<file path="src/rtl/universal_shift_reg_if.sv">
// Bus bundle for universal_shift_reg: control/data inputs and register/serializer outputs.
// master drives the controls, slave is the register itself.
interface universal_shift_reg_if #(
  parameter int unsigned Width = 8
);
  logic             enable;
  logic [2:0]       mode;
  logic [Width-1:0] d;
  logic             sin_left;
  logic             sin_right;
  logic [Width-1:0] q;
  logic             ser_out;
  logic             busy;
  logic             done;

  modport master (
    output enable, mode, d, sin_left, sin_right,
    input  q, ser_out, busy, done
  );

  modport slave (
    input  enable, mode, d, sin_left, sin_right,
    output q, ser_out, busy, done
  );
endinterface

</file>
<file path="src/rtl/universal_shift_reg.sv">
// Universal register: hold/load/shift/rotate/arithmetic-shift plus an MSB-first
// serializer with busy/done handshake.
module universal_shift_reg #(
  parameter int unsigned     Width      = 8,
  parameter logic [Width-1:0] ResetValue = '0
) (
  input logic                clk_i,
  input logic                rst_ni,
  universal_shift_reg_if.slave sr_io
);

  localparam int unsigned     CntW    = $clog2(Width);
  localparam logic [CntW-1:0] CntLast = CntW'(Width - 1);

  typedef enum logic [0:0] {StIdle, StSend} state_e;

  state_e           state_q;
  logic [CntW-1:0]  cnt_q;
  logic [Width-1:0] q_q, q_d;
  logic             done_q;

  always_comb begin
    q_d = q_q;
    if (state_q == StSend) begin
      q_d = {q_q[Width-2:0], 1'b0};
    end else begin
      unique case (sr_io.mode)
        3'b000: q_d = q_q;
        3'b001: q_d = sr_io.d;
        3'b010: q_d = {q_q[Width-2:0], sr_io.sin_right};
        3'b011: q_d = {sr_io.sin_left, q_q[Width-1:1]};
        3'b100: q_d = {q_q[Width-2:0], q_q[Width-1]};
        3'b101: q_d = {q_q[0], q_q[Width-1:1]};
        3'b110: q_d = {q_q[Width-1], q_q[Width-1:1]};
        3'b111: q_d = q_q;
      endcase
    end
  end

  // done clears on every edge, even while disabled, so it never lasts more than a cycle.
  always_ff @(posedge clk_i or negedge rst_ni) begin
    if (!rst_ni) begin
      state_q <= StIdle;
      cnt_q   <= '0;
      q_q     <= ResetValue;
      done_q  <= 1'b0;
    end else begin
      done_q <= 1'b0;
      if (sr_io.enable) begin
        q_q <= q_d;
        case (state_q)
          StIdle: begin
            if (sr_io.mode == 3'b111) begin
              state_q <= StSend;
              cnt_q   <= CntLast;
            end
          end
          StSend: begin
            if (cnt_q == '0) begin
              state_q <= StIdle;
              done_q  <= 1'b1;
            end else begin
              cnt_q <= cnt_q - CntW'(1);
            end
          end
          default: state_q <= StIdle;
        endcase
      end
    end
  end

  assign sr_io.q       = q_q;
  assign sr_io.busy    = (state_q == StSend);
  assign sr_io.ser_out = (state_q == StSend) & q_q[Width-1];
  assign sr_io.done    = done_q;

endmodule

</file>
<file path="src/flat_wrapper.sv">
// flat-port wrapper written by rule: the top's interface ports become plain ports
module universal_shift_reg_flat 
#(
  parameter int unsigned     Width      = 8,
  parameter logic [Width-1:0] ResetValue = '0
)
  (clk_i, rst_ni, sr_io_enable, sr_io_mode, sr_io_d, sr_io_sin_left, sr_io_sin_right, sr_io_q, sr_io_ser_out, sr_io_busy, sr_io_done);
  universal_shift_reg_if #(.Width(Width)) sr_io_i ();
  input logic clk_i;
  input logic rst_ni;
  input wire logic [$bits(sr_io_i.enable)-1:0] sr_io_enable;
  input wire logic [$bits(sr_io_i.mode)-1:0] sr_io_mode;
  input wire logic [$bits(sr_io_i.d)-1:0] sr_io_d;
  input wire logic [$bits(sr_io_i.sin_left)-1:0] sr_io_sin_left;
  input wire logic [$bits(sr_io_i.sin_right)-1:0] sr_io_sin_right;
  output wire logic [$bits(sr_io_i.q)-1:0] sr_io_q;
  output wire logic [$bits(sr_io_i.ser_out)-1:0] sr_io_ser_out;
  output wire logic [$bits(sr_io_i.busy)-1:0] sr_io_busy;
  output wire logic [$bits(sr_io_i.done)-1:0] sr_io_done;
  assign sr_io_i.enable = sr_io_enable;
  assign sr_io_i.mode = sr_io_mode;
  assign sr_io_i.d = sr_io_d;
  assign sr_io_i.sin_left = sr_io_sin_left;
  assign sr_io_i.sin_right = sr_io_sin_right;
  assign sr_io_q = sr_io_i.q;
  assign sr_io_ser_out = sr_io_i.ser_out;
  assign sr_io_busy = sr_io_i.busy;
  assign sr_io_done = sr_io_i.done;
  universal_shift_reg #(.Width(Width), .ResetValue(ResetValue)) u_core (.clk_i(clk_i), .rst_ni(rst_ni), .sr_io(sr_io_i));
endmodule
</file>
<file path="config.mk">
export PLATFORM = sky130hd
export DESIGN_NAME = universal_shift_reg_flat
export DESIGN_NICKNAME = d
export VERILOG_FILES = /design/src/rtl/universal_shift_reg_if.sv /design/src/rtl/universal_shift_reg.sv /design/src/flat_wrapper.sv
export SDC_FILE = /design/constraint.sdc
export NUM_CORES = 1
export LEC_CHECK = 0
export ABC_CLOCK_PERIOD_IN_PS = 3100
export BUFFER_PORTS_ARGS = -buffer_cell sky130_fd_sc_hd__buf_4
export CAP_MARGIN = 20
export CORE_MARGIN = 1.5
export CORE_UTILIZATION = 50
export DETAILED_ROUTE_END_ITERATION = 16
export PLACE_DENSITY = 0.76
export SYNTH_ARGS = -nofsm -noshare
export SYNTH_HDL_FRONTEND = slang
export SYNTH_SLANG_ARGS = --single-unit
export TNS_END_PERCENT = 30
</file>
<file path="constraint.sdc">
create_clock -name clk_i -period 3.1 [get_ports clk_i]
set_input_delay 0.155 -clock clk_i [delete_from_list [all_inputs] [get_ports clk_i]]
set_output_delay 0.155 -clock clk_i [all_outputs]
set_load 0.02 [all_outputs]
</file>
* Yosys cells after proc, flatten, opt, wreduce, memory -nomap -nowiden *
Cells that the tools add are included.

word-level totals
  logic and storage cells = 36
  bits in registers = 13
  output and inout bits = 11

cells by class
  equality and inequality tests = 11
  add/subtract/negate cells = 1
  reduce and logical (&&, ||, !) cells = 6
  muxes and demuxes = 11
  bitwise operators = 2

operators with widths
  cell                                              number
  one-hot mux 8 bit (6 select lines)                1
  == test 3 bit, second input constant              4
  two-way mux 8 bit                                 1
  == test 3 x 2 -> 1 bit, second input constant     2
  zero test 3 bit                                   2
  two-way mux 3 bit                                 2
  != test 2 x 1 -> 1 bit, second input constant     3
  one-hot mux 3 bit (2 select lines)                1
  AND reduction 3 bit                               2
  two-way mux 1 bit                                 5
  == test 3 x 1 -> 1 bit, second input constant     1
  subtractor 3 x 1 -> 3 bit, second input constant  1
  != test 2 bit, second input constant              1
  one-hot mux 1 bit (2 select lines)                1
  AND reduction 2 bit                               1
  OR reduction 2 bit                                1
  bitwise AND 1 bit                                 1
  inverter 1 bit                                    1

* Logic depth before layout (Yosys ltp) *
  word-level depth = 4
  mapped depth = 6
  mapped depth without buffers = 6

* Worst setup path after synthesis *
No wires, ideal clock.

  path kind = flip-flop to flip-flop
  start point = reg u_core.q_q[4], in the netlist u_core.sr_io.q[4]
  end point = reg u_core.q_q[5], in the netlist u_core.sr_io.q[5]
  setup slack = 1.847 ns
  arrival time = 1.113 ns
  required time = 2.960 ns
  library setup time = 0.140 ns
  cell stages (with the launch flop) = 4
  cells stage by stage = dfrtp_1 > mux2_2 > a221oi_2 > o221ai_1

between the ends
  word-level cells in the longest chain between the ends = 2

ends and longest elaborated chain
  what                                line                       text
  start: declaration                  universal_shift_reg.sv:19  logic [Width-1:0] q_q, q_d;
  start signal: assignment            universal_shift_reg.sv:45  q_q <= ResetValue;
  start signal: assignment            universal_shift_reg.sv:50  q_q <= q_d;
  one-hot mux 8 bit (6 select lines)  universal_shift_reg.sv:27  unique case (sr_io.mode)
  two-way mux 8 bit (*)               universal_shift_reg.sv:24  if (state_q == StSend) begin

Every way passes the cells marked *; elsewhere a longest branch is shown, timed or not.
A chain may end at the register's enable or synchronous reset.

* Worst setup path in the final report *
  start point = reg u_core.state_q, in the netlist u_core.sr_io.busy
  end point = reg u_core.q_q[3], in the netlist u_core.sr_io.q[3]

between the ends
  word-level cells in the longest chain between the ends = 2
  elaborated cells on any way between the ends = 3
  those cells by class = eq/ne (1); mux (1); reduce/logical (1)

ends and longest elaborated chain
  what                                     line                       text
  start: declaration                       universal_shift_reg.sv:17  state_e state_q;
  start signal: assignment                 universal_shift_reg.sv:43  state_q <= StIdle;
  start signal: assignment                 universal_shift_reg.sv:54  state_q <= StSend;
  start signal: assignment                 universal_shift_reg.sv:60  state_q <= StIdle;
  != test 2 x 1 -> 1 bit (no source line)  --
  AND reduction 2 bit (no source line)     --

Several ways; a longest one is shown, not always the timed one.

==> results by group <==
Status
  • Outcome: completed

Worst setup path
  • Critical Path RT: 3.27 ns
  • CP Class: reg2reg
  • Crit Path Max Fanout: 17
  • WP data arrival: 1.66 ns
  • Critical path capture point type: register
  • Crit path launch type: register

Place
  • Inst Count DP: 163
  • Placer congestion estimate: 0.798
  • Placed Instance Area: 0.00126 mm2
  • IO Port Bufs: 26
  • HPWL Detailed: 2000 um

Global routing
  • Global-route wire length before repair: 4440 um
  • Vias in the first global route: 952
  • Total grt overflow: 0
  • Pin count of the biggest net entering global routing: 29
  • Initial antenna violation count: 0
  • GR Util All Layers: 0.235

Route
  • Top layer in use: met4
  • Total wire length: 2690 um
  • First-pass DRT Iterations: 4
  • Routed Antenna Nets: 0
  • Drt drc: 0
  • Metal-1 WL: 1290 um
  • DR WL/cell: 16.0 um
  • Met3 wire len: 117 um
  • Via count: 1,000
  • Vias/cell: 5.95
  • Starting DRT DRC Count: 25
  • Met2 Routed Length: 1240 um

Timing
  • Final setup viols: 0
  • Post-Route Setup TNS: 0 ns
  • Max Freq: 0.672 GHz
  • Final Cycle Share: 0.480
  • RSZ-0062 raised after global routing: no
  • Slew HR: 0.634
  • Worst-margin pin slew: 0.549 ns
  • Final setup skew: 0.00146 ns
  • Slew Viols, Final: 0
  • Final hold vios: 0
  • Tmin final: 1.49 ns

Power and ir drop
  • P_leak: 0.558 nW
  • Logic pwr share: 0.533
  • Sw frac: 0.446
  • Worst vdd ir: 0.526 mV
  • Power share of the sequential group: 0.358
  • Pwr dens: 765 mW/mm2
  • Net switching power: 0.442 mW
  • Internal power: 0.548 mW
  • Clk pwr share: 0.109

Yosys
  • Most numerous cell in the Yosys netlist: a21oi_1
  • Sequential share of the synthesized area: 0.297
  • Dominant cell type by area after synthesis: dfrtp_1
  • Mapped Nets: 136
  • Mean Syn Cell Area: 9.29 um2
  • Post-synth EDFFs: 0
  • Unique masters post-synth: 37
  • Netlist Area Pre-Place: 0.00110 mm2
  • Main synth FF type: dfrtp_1
  • FF+latch count, synth: 13
  • Synth warnings: 0
  • Synth top area cells: dfrtp_1, a221oi_2, a21oi_1
  • Synth Instances: 118
  • Post-synth top area share: 0.297
  • Async set-reset flop share out of synthesis: 1.00
  • Top cells by count, synth: a21oi_1, dfrtp_1, nor2_1

Floorplanning
  • Die area: 0.00248 mm2
  • Core area: 0.00202 mm2
  • DIE WIDTH: 49.8 um
  • Row cnt: 16
  • I/O Pins: 27
  • Initial Util: 0.542
  • Chip height: 49.8 um

Clock network
  • Clk buf depth: 2
  • Root buf cell: clkbuf_4
  • Clock transition at path regs: 0.08 ns
  • Post-CTS Setup Inserts: 0
  • # H-tree levels: 1
  • CTS Buf Count: 3
  • CTS tree: built
  • Worst skew pair latency: 0.28 ns
  • # resized after CTS: 0
  • Clk sinks: 13

Final layout
  • Nets: 160
  • Share of layout cells above drive strength 1: 0.333
  • Fin util: 0.640
  • Area growth from synthesis to layout: 18.2%
  • Finished Cell Area: 0.00129 mm2
  • Layout Cells excl Fill: 168
  • N_diodes: 0

Run
  • Maxcap violations: 0

Min path
  • Worst min-delay path class: in2reg
final timing paths:
check | start | endpoint | slack (ns) | cells past startpoint
setup / recovery | u_core.sr_io.busy | u_core.sr_io.q[3] | 1.61 | 3
max in group asynchronous | rst_ni | u_core.sr_io.q[5] | 2.69 | 2
hold reg to reg | u_core.cnt_q[1] | u_core.cnt_q[1] | 0.57 | 2
hold / removal | sr_io_enable | u_core.sr_io.q[7] | 0.20 | 2
setup reg to reg | u_core.sr_io.busy | u_core.sr_io.q[3] | 1.61 | 3
min in group asynchronous | rst_ni | u_core.sr_io.q[1] | 0.25 | 2
per-stage QoR:
step	power, mW	setup slack (ns)	hold WS [ns]
2_1_floorplan	0.693	1.85	-0.141
3_3_place_gp	0.865	1.57	0.00925
3_5_place_dp	0.882	1.52	0.0127
4_1_cts	0.990	1.60	0.181
5_1_grt	1.07	1.48	0.197
6_report	0.990	1.61	0.199
cell type report:
type,instances,area (um2)
clock inverter,1,5.00
fill,174,727
multi-input combinational,93,688
sequential,13,325
inverter,4,15.0
tap,27,33.8
timing repair buffer,27,205
clock buffer,3,22.5
sequential cells by signal, indices dropped and copies added, names as in the netlist:
register           count
u_core.cnt_q           3
u_core.sr_io.q         8
u_core.sr_io.done      1
u_core.sr_io.busy      1
cells by family (layout without fill, tap and decap cells):
logic type | after synthesis | after routing | synth area share
AO/OA/AOI/OAI | 45 | 45 | 0.336
multiplexers | 6 | 6 | 0.0571
flip-flops | 13 | 13 | 0.297
buffers and inverters | 12 | 35 | 0.0753
adder cells (fa/ha/maj) | 2 | 2 | 0.0228
AND/OR/NAND/NOR | 40 | 40 | 0.212
placed cells by master, fill, tap and decap left out, types with 4 or more instances in the layout:
cell type,instances
nor2b_1,5
o221a_1,5
a21oi_1,14
nor2_1,13
a221oi_2,5
nand3_1,5
buf_4,26
inv_1,4
a31oi_1,4
mux2i_1,4
nand2_1,4
dfrtp_1,13
o21ai_0,6
power by group through the flow:
| stage | clock network (mW) | logic (mW) | registers [mW] |
|---|---|---|---|
| floorplan | 0 | 0.316 | 0.377 |
| global placement | 0 | 0.513 | 0.351 |
| detailed placement | 0 | 0.525 | 0.357 |
| CTS | 0.109 | 0.528 | 0.353 |
| global route | 0.118 | 0.575 | 0.373 |
| finish | 0.108 | 0.528 | 0.355 |
repair_timing:
| action | in CTS | in global routing |
|---|---|---|
| hold buffers | 1 | 0 |
| hold endpoints to repair | 13 | 0 |
| endpoints found under the setup margin | 0 | 0 |
worst max-delay path, cell delays in order (launching register included):
cell and delay, ns:
dfrtp_1 0.67, nand2_1 0.25, or2_2 0.33, o221a_1 0.12
metal layers:
metal / vias to the layer above / track usage
met5: - / 0
met3: 5 / 0.0212
li1: 491 / -
met2: 31 / 0.376
met1: 473 / 0.331
met4: 0 / 0.0833
Note: power is estimated with default switching activity, not from simulation.
